File: config.mk
export PLATFORM = sky130hd
export DESIGN_NAME = seq_normalizer
export DESIGN_NICKNAME = d
export VERILOG_FILES = /design/src/rtl/norm_pkg.sv /design/src/rtl/norm_stop_detect.sv /design/src/rtl/seq_normalizer.sv
export SDC_FILE = /design/constraint.sdc
export NUM_CORES = 1
export LEC_CHECK = 0
export CAP_MARGIN = 20
export CORE_ASPECT_RATIO = 1.2
export CORE_MARGIN = 5
export CORE_UTILIZATION = 52
export CTS_CLUSTER_SIZE = 28
export DETAILED_ROUTE_END_ITERATION = 12
export PLACE_DENSITY_LB_ADDON = 0.08
export SLEW_MARGIN = 5
export SYNTH_ARGS = -nofsm -noshare
export SYNTH_HDL_FRONTEND = slang
export SYNTH_SLANG_ARGS = --single-unit
File: constraint.sdc
create_clock -name clk -period 2.2 [get_ports clk]
set_input_delay 0.22 -clock clk [delete_from_list [all_inputs] [get_ports clk]]
set_output_delay 0.22 -clock clk [all_outputs]
set_load 0.03 [all_outputs]
File: src/rtl/norm_pkg.sv
// Shared types for the iterative normalizer: FSM state encoding and the F mode
// encoding, which matches the barrel shifter so the two blocks can be chained.
package norm_pkg;

  typedef enum logic [1:0] {
    IDLE  = 2'd0,
    LOAD  = 2'd1,
    SHIFT = 2'd2,
    DONE  = 2'd3
  } norm_state_t;

  localparam logic [1:0] NORM_LEFT   = 2'd0;
  localparam logic [1:0] NORM_RIGHT  = 2'd1;
  localparam logic [1:0] NORM_PASS   = 2'd2;
  localparam logic [1:0] NORM_SIGNED = 2'd3;

endpackage

File: src/rtl/norm_stop_detect.sv
// Stop flag for the normalizer's working register, selected by mode.
// NORM_SIGNED_EN enables signed left-normalize for mode 3; otherwise mode 3 acts as mode 0.
module norm_stop_detect
  import norm_pkg::*;
#(
  parameter int W = 8
) (
  input  logic [W-1:0] work,
  input  logic [1:0]   mode,
  output logic         stop
);

  always_comb begin
    stop = work[W-1];
    case (mode)
      NORM_RIGHT:  stop = work[0];
      NORM_PASS:   stop = 1'b1;
`ifdef NORM_SIGNED_EN
      // Stop once the top two bits differ: no redundant sign bits remain.
      NORM_SIGNED: stop = work[W-1] ^ work[W-2];
`endif
      default:     stop = work[W-1];
    endcase
  end

endmodule

File: src/rtl/seq_normalizer.sv
// Iterative normalizer, one bit per clock: returns normalized Y and the shift count Sh.
// Mode 3 signed normalize is built only with NORM_SIGNED_EN (see norm_stop_detect).
module seq_normalizer
  import norm_pkg::*;
#(
  parameter  int N = 3,
  localparam int W = 2 ** N
) (
  input  logic         clk,
  input  logic         reset,
  input  logic         start,
  input  logic [W-1:0] A,
  input  logic [1:0]   F,
  output logic [W-1:0] Y,
  output logic [N-1:0] Sh,
  output logic         zero,
  output logic         busy,
  output logic         done
);

  norm_state_t  state, state_next;
  logic [W-1:0] work, work_next;
  logic [N-1:0] count, count_next;
  logic [1:0]   mode, mode_next;
  logic [W-1:0] y_next;
  logic [N-1:0] sh_next;
  logic         zero_next;
  logic         stop;

  norm_stop_detect #(.W(W)) u_stop (
    .work (work),
    .mode (mode),
    .stop (stop)
  );

  always_ff @(posedge clk) begin
    if (reset) begin
      state <= IDLE;
      work  <= '0;
      count <= '0;
      mode  <= NORM_LEFT;
      Y     <= '0;
      Sh    <= '0;
      zero  <= 1'b0;
    end else begin
      state <= state_next;
      work  <= work_next;
      count <= count_next;
      mode  <= mode_next;
      Y     <= y_next;
      Sh    <= sh_next;
      zero  <= zero_next;
    end
  end

  always_comb begin
    state_next = state;
    work_next  = work;
    count_next = count;
    mode_next  = mode;
    y_next     = Y;
    sh_next    = Sh;
    zero_next  = zero;
    case (state)
      IDLE: begin
        if (start) begin
          work_next  = A;
          mode_next  = F;
          count_next = '0;
          state_next = LOAD;
        end
      end
      LOAD: begin
        if (work == '0) begin
          y_next     = '0;
          sh_next    = '0;
          zero_next  = 1'b1;
          state_next = DONE;
        end else begin
          state_next = SHIFT;
        end
      end
      SHIFT: begin
        if (stop) begin
          y_next     = work;
          sh_next    = count;
          zero_next  = 1'b0;
          state_next = DONE;
        end else begin
          // Non-zero operand always stops within W-1 shifts, so count cannot wrap.
          work_next  = (mode == NORM_RIGHT) ? (work >> 1) : (work << 1);
          count_next = count + N'(1);
        end
      end
      DONE:    state_next = IDLE;
      default: state_next = IDLE;
    endcase
  end

  assign busy = (state == LOAD) || (state == SHIFT);
  assign done = (state == DONE);

endmodule

Word-level counts from Yosys, hierarchy flattened
Index checks and enable logic that the tools add are counted.
- output and inout port bits: 14
- register bits: 27
- input port bits: 13
- reductions and logical operators: 9
- eq/ne operators: 9
- add/subtract/negate cells: 1
- multiplexer cells: 21
- operator list (operator ; count):
    $mux 8 ; 5
    $pmux 8 s2 ; 2
    $mux 3 ; 4
    $pmux 3 s2 ; 2
    $logic_not 8->1 ; 1
    $ne 2x2->1 const B ; 4
    $pmux 2 s4 ; 1
    $eq 2x2->1 const B ; 3
    $reduce_and 3->1 ; 2
    $eq 2x1->1 const B ; 2
    $mux 2 ; 2
    $pmux 1 s2 ; 2
    $reduce_and 2->1 ; 2
    $reduce_bool 2->1 ; 2
    $add 3x1->3 const B ; 1
    $mux 1 ; 3
    $logic_not 2->1 ; 1
    $logic_or 1x1->1 ; 1

Longest topological paths before layout
Gate-level depths: netlist of run 1.
- depth in word-level cells: 4
- gate-level depth with buffers: 8
- mapped depth without buffers: 6

Cells and area by module
Synthesis of run 1 repeated with hierarchy kept, for this count alone.
- cell total of the unflattened synthesis: 150
- area total of the unflattened synthesis: 1373.8 µm²
- modules (own cells, without submodules) (module ; area each (µm²) ; instances ; sequential area each (µm²) ; cells an instance):
    seq_normalizer ; 1320.0 ; 1 ; 540.5 ; 143
    norm_stop_detect ; 53.8 ; 1 ; 0.0 ; 7

Least setup slack after synthesis of run 1
OpenSTA, ideal clock, no wires.
- kind: register -> register
- start: reg state[1]
- end: reg Sh[2]
- arrival time: 1.720 ns
- path slack: 0.359 ns
- buffers on the path: 1
- cell stages (with the launch flop): 8
- path through: dfxtp_1 > inv_1 > ha_1 > or4b_4 > o31a_1 > buf_6 > o21ai_0 > a21oi_1
- word-level cells in the longest chain between the ends: 3
- elaborated cells on any way between the ends: 7
- those cells by class: eq/ne (4); mux (1); reduce/logical (2)
- RTL lines (what ; line ; text):
    start: declaration ; seq_normalizer.sv:21 ; norm_state_t state, state_next;
    start signal: assignment ; seq_normalizer.sv:46 ; state <= state_next;
    $eq 2x1->1 / $eq 2x2->1 (equally long branches) ; seq_normalizer.sv:64 ; case (state)
    $ne 2x2->1 (no line) / $reduce_bool 2->1 (equally long branches) ; n/a ;
    $reduce_and 3->1 (no line) ; n/a ;
    end signal: assignment ; seq_normalizer.sv:51 ; Sh <= sh_next;
    end: declaration ; seq_normalizer.sv:15 ; output logic [N-1:0] Sh,
Parallel ways exist; a longest one is shown, timed or not.
A chain may end at the register's enable or synchronous reset.

Final worst setup path of run 1
- start: reg state[1]
- end: reg Y[5]
- word-level cells in the longest chain between the ends: 3
- elaborated cells on any way between the ends: 7
- those cells by class: eq/ne (4); mux (1); reduce/logical (2)
- RTL lines (what ; line ; text):
    $eq 2x1->1 / $eq 2x2->1 (equally long branches) ; seq_normalizer.sv:64 ;
    $ne 2x2->1 (no line) / $reduce_bool 2->1 (equally long branches) ; n/a ;
    $reduce_and 3->1 (no line) ; n/a ;
    end signal: assignment ; seq_normalizer.sv:50 ; Y <= y_next;
    end: declaration ; seq_normalizer.sv:14 ; output logic [W-1:0] Y,
Parallel ways exist; a longest one is shown, timed or not.

==> results of run 1 <==
## sequential cells by signal, indices dropped and copies added, names as in the netlist
signal and count:
mode 2, Y 8, state 2, count 3
zero 1, work 8, Sh 3
## layer usage
| metal | part of all wire, % | up-vias | wire length [µm] | GRT usage, % |
|---|---|---|---|---|
| met5 | 0 | - | 0 | 0 |
| met4 | 1.0 | 0 | 36 | 7.305 |
| met3 | 2.9 | 6 | 103 | 2.048 |
| met2 | 52 | 23 | 1825 | 30.13 |
| met1 | 44 | 643 | 1561 | 21.81 |
| li1 | - | 686 | - | - |
## stage by stage
step           power (mW)  std cells  setup slack (ns)  hold WS (ns)
3_3_place_gp        1.754        229            0.2479        0.4616
2_1_floorplan       1.565        173            0.3587        0.3648
3_5_place_dp        1.803        229            0.1857        0.4680
5_1_grt             2.157        233          0.005616        0.4424
6_report            2.012        233            0.1480        0.4484
4_1_cts             2.009        233            0.1662        0.4403
## synth_stat cells
cell,number,share of area [%]
dfxtp_1,27,36
a21oi_1,21,6.9
nor2_1,19,4.7
mux2i_1,15,9.9
nand4_1,10,4.1
o21ai_0,10,3.3
ha_1,8,6.6
nand2_1,7,1.7
inv_1,6,1.5
nand3_1,6,2.0
clkbuf_8,4,3.6
o21ai_1,4,1.3
a31oi_1,3,1.2
a2111oi_0,2,1.2
a311oi_1,2,1.2
buf_4,2,0.99
buf_6,2,1.5
clkbuf_1,2,0.49
nand2b_1,2,0.82
a211o_1,1,0.58
a211oi_1,1,0.49
a21o_1,1,0.49
a221oi_1,1,0.58
and2_1,1,0.41
and2b_2,1,0.58
buf_2,1,0.33
nand3b_1,1,0.49
nand4b_1,1,0.58
nor2b_1,1,0.41
nor3_1,1,0.33
nor3b_1,1,0.49
nor4b_1,1,0.58
o211ai_1,1,0.49
o31a_1,1,0.58
o31ai_4,1,1.4
or2_2,1,0.41
or2b_1,1,0.49
or3_2,1,0.49
or4_1,1,0.49
or4b_4,1,0.90
## worst max path at each step
stage / startpoint / to / slack [ns] / cells after the start
finish: state[1] / Y[5] / 0.15 / 6
floorplan: state[1] / Sh[2] / 0.36 / 7
CTS: state[1] / busy / 0.17 / 3
detailed placement: state[1] / Y[0] / 0.19 / 6
global placement: state[1] / Y[0] / 0.25 / 6
global route: state[1] / zero / 0.006 / 6
## worst reg2reg max path: stages, from the launching register on
cell and delay [ns]:
dfxtp_1 0.38, inv_1 0.12, ha_1 0.23, or4b_4 0.50
o31ai_4 0.44, nand4_1 0.18, a21oi_1 0.16
## power groups by stage
| stage | Sequential, mW | Combinational [mW] | Clock (mW) |
|---|---|---|---|
| after floorplan | 0.695 | 0.870 | 0 |
| after global placement | 0.720 | 1.03 | 0 |
| after detailed placement | 0.730 | 1.07 | 0 |
| after CTS | 0.717 | 1.08 | 0.214 |
| after global routing | 0.732 | 1.19 | 0.238 |
| final | 0.720 | 1.09 | 0.206 |
## kinds of logic (layout without fill, tap and decap cells)
kind of cell,after synthesis,after routing
adders and majority gates,8,8
and+or+nand+nor,57,57
buffers and inverters,17,43
AOI/OAI and AO/OA,49,49
muxes,15,15
DFF,27,27
## layout make-up
cell class / instances / area [µm²] / share of cell area, %
Timing Repair Buffer: 33 / 312.8 / 17.40
Tap cell: 34 / 42.54 / 2.366
Clock buffer: 4 / 26.28 / 1.461
Inverter: 6 / 22.52 / 1.253
Multi-Input combinational cell: 129 / 853.3 / 47.46
Sequential cell: 27 / 540.5 / 30.06
==> results.yml, run 1 <==
synth:
  synth.avg_cell_area_um2: 8.795
  synth_mux_area_share_pct: 9.868
  synthAdderAreaFrac_pct: 6.579
  netlist_instances: 173
  synth.distinct_cells: 40
  synth_area_um2: 1521
  ys_seq_elements: 27
  synth_compound_area_share_pct: 19.65
  yosys.area_share.simple_pct: 19.98
  synth_xor_area_share_pct: 0
  yosysWarningCount: 0
  synth_top_family_by_area: "simple AND/OR/NAND/NOR gates"
  yosysSeqAreaShare_pct: 35.53
  synth_nets: 194
clock_network:
  numCtsBuffers: 3
  clkTransAtPathRegs_ns: 0.14
  post_cts_buffers: 0
  clock-sinks: 27
  cts.repair.resized: 0
  cts_tree: "done"
  clk-insertion-delay-late_ns: 0.32
  cts_max_path_buffers: 2
  root_buffer: "clkbuf_4"
  h-tree-depth: 1
  ctsHoldBuffers: 0
timing:
  slew_viol_final: 0
  setup_viol: 0
  clock.fmax_mhz: 487.3
  fin_setup_tns_ns: 0
  clock_skew_ns: 0.01082
  min_period_ns: 2.052
  hold_violations: 0
  finalCritPeriodShare_pct: 93.27
  relSlewSlack_pct: 67.95
  rsz0062_at_grt: "no"
  tightest_slew_ns: 0.4686
grt:
  track_usage_pct: 17.72
  grt_pass1_vias: 1351
  grt_pass1_wl_um: 5927
  gr-total-overflow: 0
  antenna_found_initial: 0
  grt_max_degree: 16
worst_setup_path:
  crit_type: "reg2reg"
  critical_path.top_delay_family: "simple AND/OR/NAND/NOR gates"
  start_kind: "flop"
  worstSetupEndpointType: "flop"
  regToRegStartpoint: "state[1]"
  r2r_end: "Y[5]"
  critPathBufInv: 1
  worst-path-max-fanout: 10
  reg2reg_depth: 6
  setup.reg_to_reg.worst_slack_ns: 0.15
  worstPathArrival_ns: 2.32
  cp_cell_sequence: "inv_1 -> ha_1 -> or4b_4 -> o31ai_4 -> nand4_1 -> a21oi_1"
  crit_path_max_incr_delay_ns: 0.50
  required_ns: 2.47
  crit_slowest_cell: "or4b_4"
detailed_routing:
  vias: 1358
  drt_iter0_drc: 40
  ant_nets: 0
  first_pass_iters: 4
  drc: 0
  routed_wl_um: 3526
  viasPerCell: 5.828
  wl_per_cell_um: 15.13
power_and_ir_drop:
  power_density_nw_per_um2: 1119
  internal_power_mw: 1.100
  p_sw_uw: 911.9
  seqPwrFrac_pct: 35.8
  p_leak_nw: 0.6436
  power.share.clock_pct: 10.3
  switching_share_pct: 45.33
  p_comb_share_pct: 54.0
  peakVddDrop_mv: 0.9030
cells_and_area:
  num_antenna_cells: 0
  nFillCells: 255
  layout_commonest_cell: "dfxtp_1"
  nets: 221
  fin_area_um2: 1798
  syn_to_final_growth_pct: 18.17
  drive_gt1_share_pct: 7.538
  utilization_pct: 63.95
  layout_common_cells: "dfxtp_1 (27), clkdlybuf4s50_1 (26), a21oi_1 (21), nor2_1 (19), mux2i_1 (15)"
hold_path:
  hp-class: "in2reg"
  hold_depth: 3
  whs_endpoint: "mode[0]"
  hold_start: "F[0]"
status:
  status: "complete, no violations"
floorplanning:
  fp.dieH_um: 69.26
  die_area_um2: 4112
  ios: 27
  core-area_um2: 2811
  start_util_pct: 54.12
  row_count: 21
  die_x_um: 59.38
placement:
  globalplace.congestion: 0.8527
  placed_area_um2: 1772
  portBuffers: 26
  dp_hpwl_um: 2627
run:
  drv_cap: 0
No activity file was read; power rests on OpenSTA's default activity.
==> run 2, diff against run 1 <==
--- a/config.mk
+++ b/config.mk
@@ -8,7 +8,8 @@
 export CAP_MARGIN = 20
 export CORE_ASPECT_RATIO = 1.2
 export CORE_MARGIN = 5
-export CORE_UTILIZATION = 52
+export CORE_UTILIZATION = 54
+export CTS_BUF_LIST = sky130_fd_sc_hd__clkbuf_4
 export CTS_CLUSTER_SIZE = 28
 export DETAILED_ROUTE_END_ITERATION = 12
 export PLACE_DENSITY_LB_ADDON = 0.08
==> results.yml, run 2 (same netlist as run 1, synthesis figures left out) <==
status:
  status: "complete, no violations"
worst_setup_path:
  crit_type: "reg2out"
  crit_slowest_cell: "clkdlybuf4s50_1"
  worstSetupEndpointType: "output port"
  setup.reg_to_reg.worst_slack_ns: 0.15
  worstPathArrival_ns: 1.84
  crit_path_max_incr_delay_ns: 0.67
  required_ns: 1.98
  cp_cell_sequence: "inv_1 -> ha_1 -> clkdlybuf4s50_1"
  start_kind: "flop"
  worst-path-max-fanout: 5
placement:
  globalplace.congestion: 0.8325
  portBuffers: 26
  dp_cells: 230
  dp_hpwl_um: 2651
grt:
  grt_pass1_wl_um: 5761
  track_usage_pct: 18.63
  grt_pass1_vias: 1248
  gr-total-overflow: 0
  antenna_found_initial: 0
  grt_max_degree: 16
timing:
  setup_viol: 0
  fin_setup_tns_ns: 0
  relSlewSlack_pct: 69.27
  tightest_slew_ns: 0.4581
  hold-worst-slack_ns: 0.4686
  finalCritPeriodShare_pct: 93.69
  clock_skew_ns: 0.006517
  clock.fmax_mhz: 485.1
  hold_violations: 0
  min_period_ns: 2.061
  slew_viol_final: 0
  rsz0062_at_grt: "no"
detailed_routing:
  routed_wl_um: 3514
  drt_iter0_drc: 53
  drc: 0
  ant_nets: 0
  viasPerCell: 5.876
  wl_per_cell_um: 15.02
  vias: 1375
  first_pass_iters: 4
power_and_ir_drop:
  p_leak_nw: 0.6511
  peakVddDrop_mv: 0.7493
  power_density_nw_per_um2: 1117
floorplanning:
  die_area_um2: 3983
  row_count: 21
  die_x_um: 58.46
  core-area_um2: 2759
  ios: 27
  start_util_pct: 55.15
  fp.dieH_um: 68.15
clock_network:
  cts.repair.resized: 0
  ctsHoldBuffers: 0
  clkTransAtPathRegs_ns: 0.15
  cts_max_path_buffers: 2
  numCtsBuffers: 3
  root_buffer: "clkbuf_4"
  post_cts_buffers: 0
  clock-sinks: 27
  cts_tree: "done"
  clk-insertion-delay-late_ns: 0.32
  h-tree-depth: 1
cells_and_area:
  layout_common_cells: "dfxtp_1 (27), clkdlybuf4s50_1 (26), a21oi_1 (21), nor2_1 (19), mux2i_1 (15)"
  syn_to_final_growth_pct: 18.75
  fin_cells: 234
  drive_gt1_share_pct: 8.500
  nets: 222
  layout_commonest_cell: "dfxtp_1"
  num_antenna_cells: 0
  nFillCells: 252
  reg.largest.list: "Y: 8 flops, work: 8 flops"
run:
  drv_cap: 0
hold_path:
  hp-class: "in2reg"
run 2: cell types whose count changed in the layout (fill, tap and decap cells not counted), sizes merged:
cell	change
clkinv	+1
clkbuf	-1
buf	+1
run 2: where the power goes:
group / internal (mW) / switching [mW] / total (mW)
clock: 0.0682 / 0.148 / 0.217
combinational: 0.451 / 0.631 / 1.08
sequential: 0.581 / 0.140 / 0.720
total: 1.10 / 0.919 / 2.02
run 2: area by class of cell:
| cell class | instances | area, µm² | area share [%] |
|---|---|---|---|
| Clock buffer | 3 | 22.52 | 1.247 |
| Clock inverter | 1 | 5.005 | 0.2770 |
| Inverter | 6 | 22.52 | 1.247 |
| Multi-Input combinational cell | 129 | 853.3 | 47.23 |
| Sequential cell | 27 | 540.5 | 29.92 |
| Tap cell | 34 | 42.54 | 2.355 |
| Timing Repair Buffer | 34 | 320.3 | 17.73 |
run 2: path summary, 6_finish.rpt:
| check | start | end | depth (start not counted) |
|---|---|---|---|
| worst min-delay path | F[1] | mode[1] | 3 |
| worst max-delay path | state[1] | busy | 3 |
| worst min register to register | Y[4] | Y[4] | 2 |
| worst max register to register | state[1] | Y[0] | 6 |
run 2: layer usage:
metal | up-vias | wire length (µm) | GRT usage (%) | part of all wire (%)
met3 | 4 | 140 | 2.264 | 4.0
met4 | 0 | 34 | 7.246 | 0.97
met2 | 33 | 1840 | 32.96 | 52
li1 | 684 | - | - | -
met5 | - | 0 | 0 | 0
met1 | 654 | 1498 | 22.84 | 43
run 2: worst max-delay path, delay by kind of cell (launching register included):
family                     cells  cell delay (ns)
DFF                            1             0.43
adders and majority gates      1             0.31
buffers and inverters          2             0.77
run 2: metrics by stage:
step / power [mW] / util, % / cell area (µm²) / setup WS [ns]
after detailed placement: 1.802 / 64.49 / 1779 / 0.1999
after global routing: 2.171 / 65.49 / 1807 / 0.009914
after CTS: 2.017 / 65.49 / 1807 / 0.1376
after global placement: 1.761 / 64.49 / 1779 / 0.2424
after floorplan: 1.565 / - / 1521 / 0.3587
final: 2.019 / 65.49 / 1807 / 0.1387
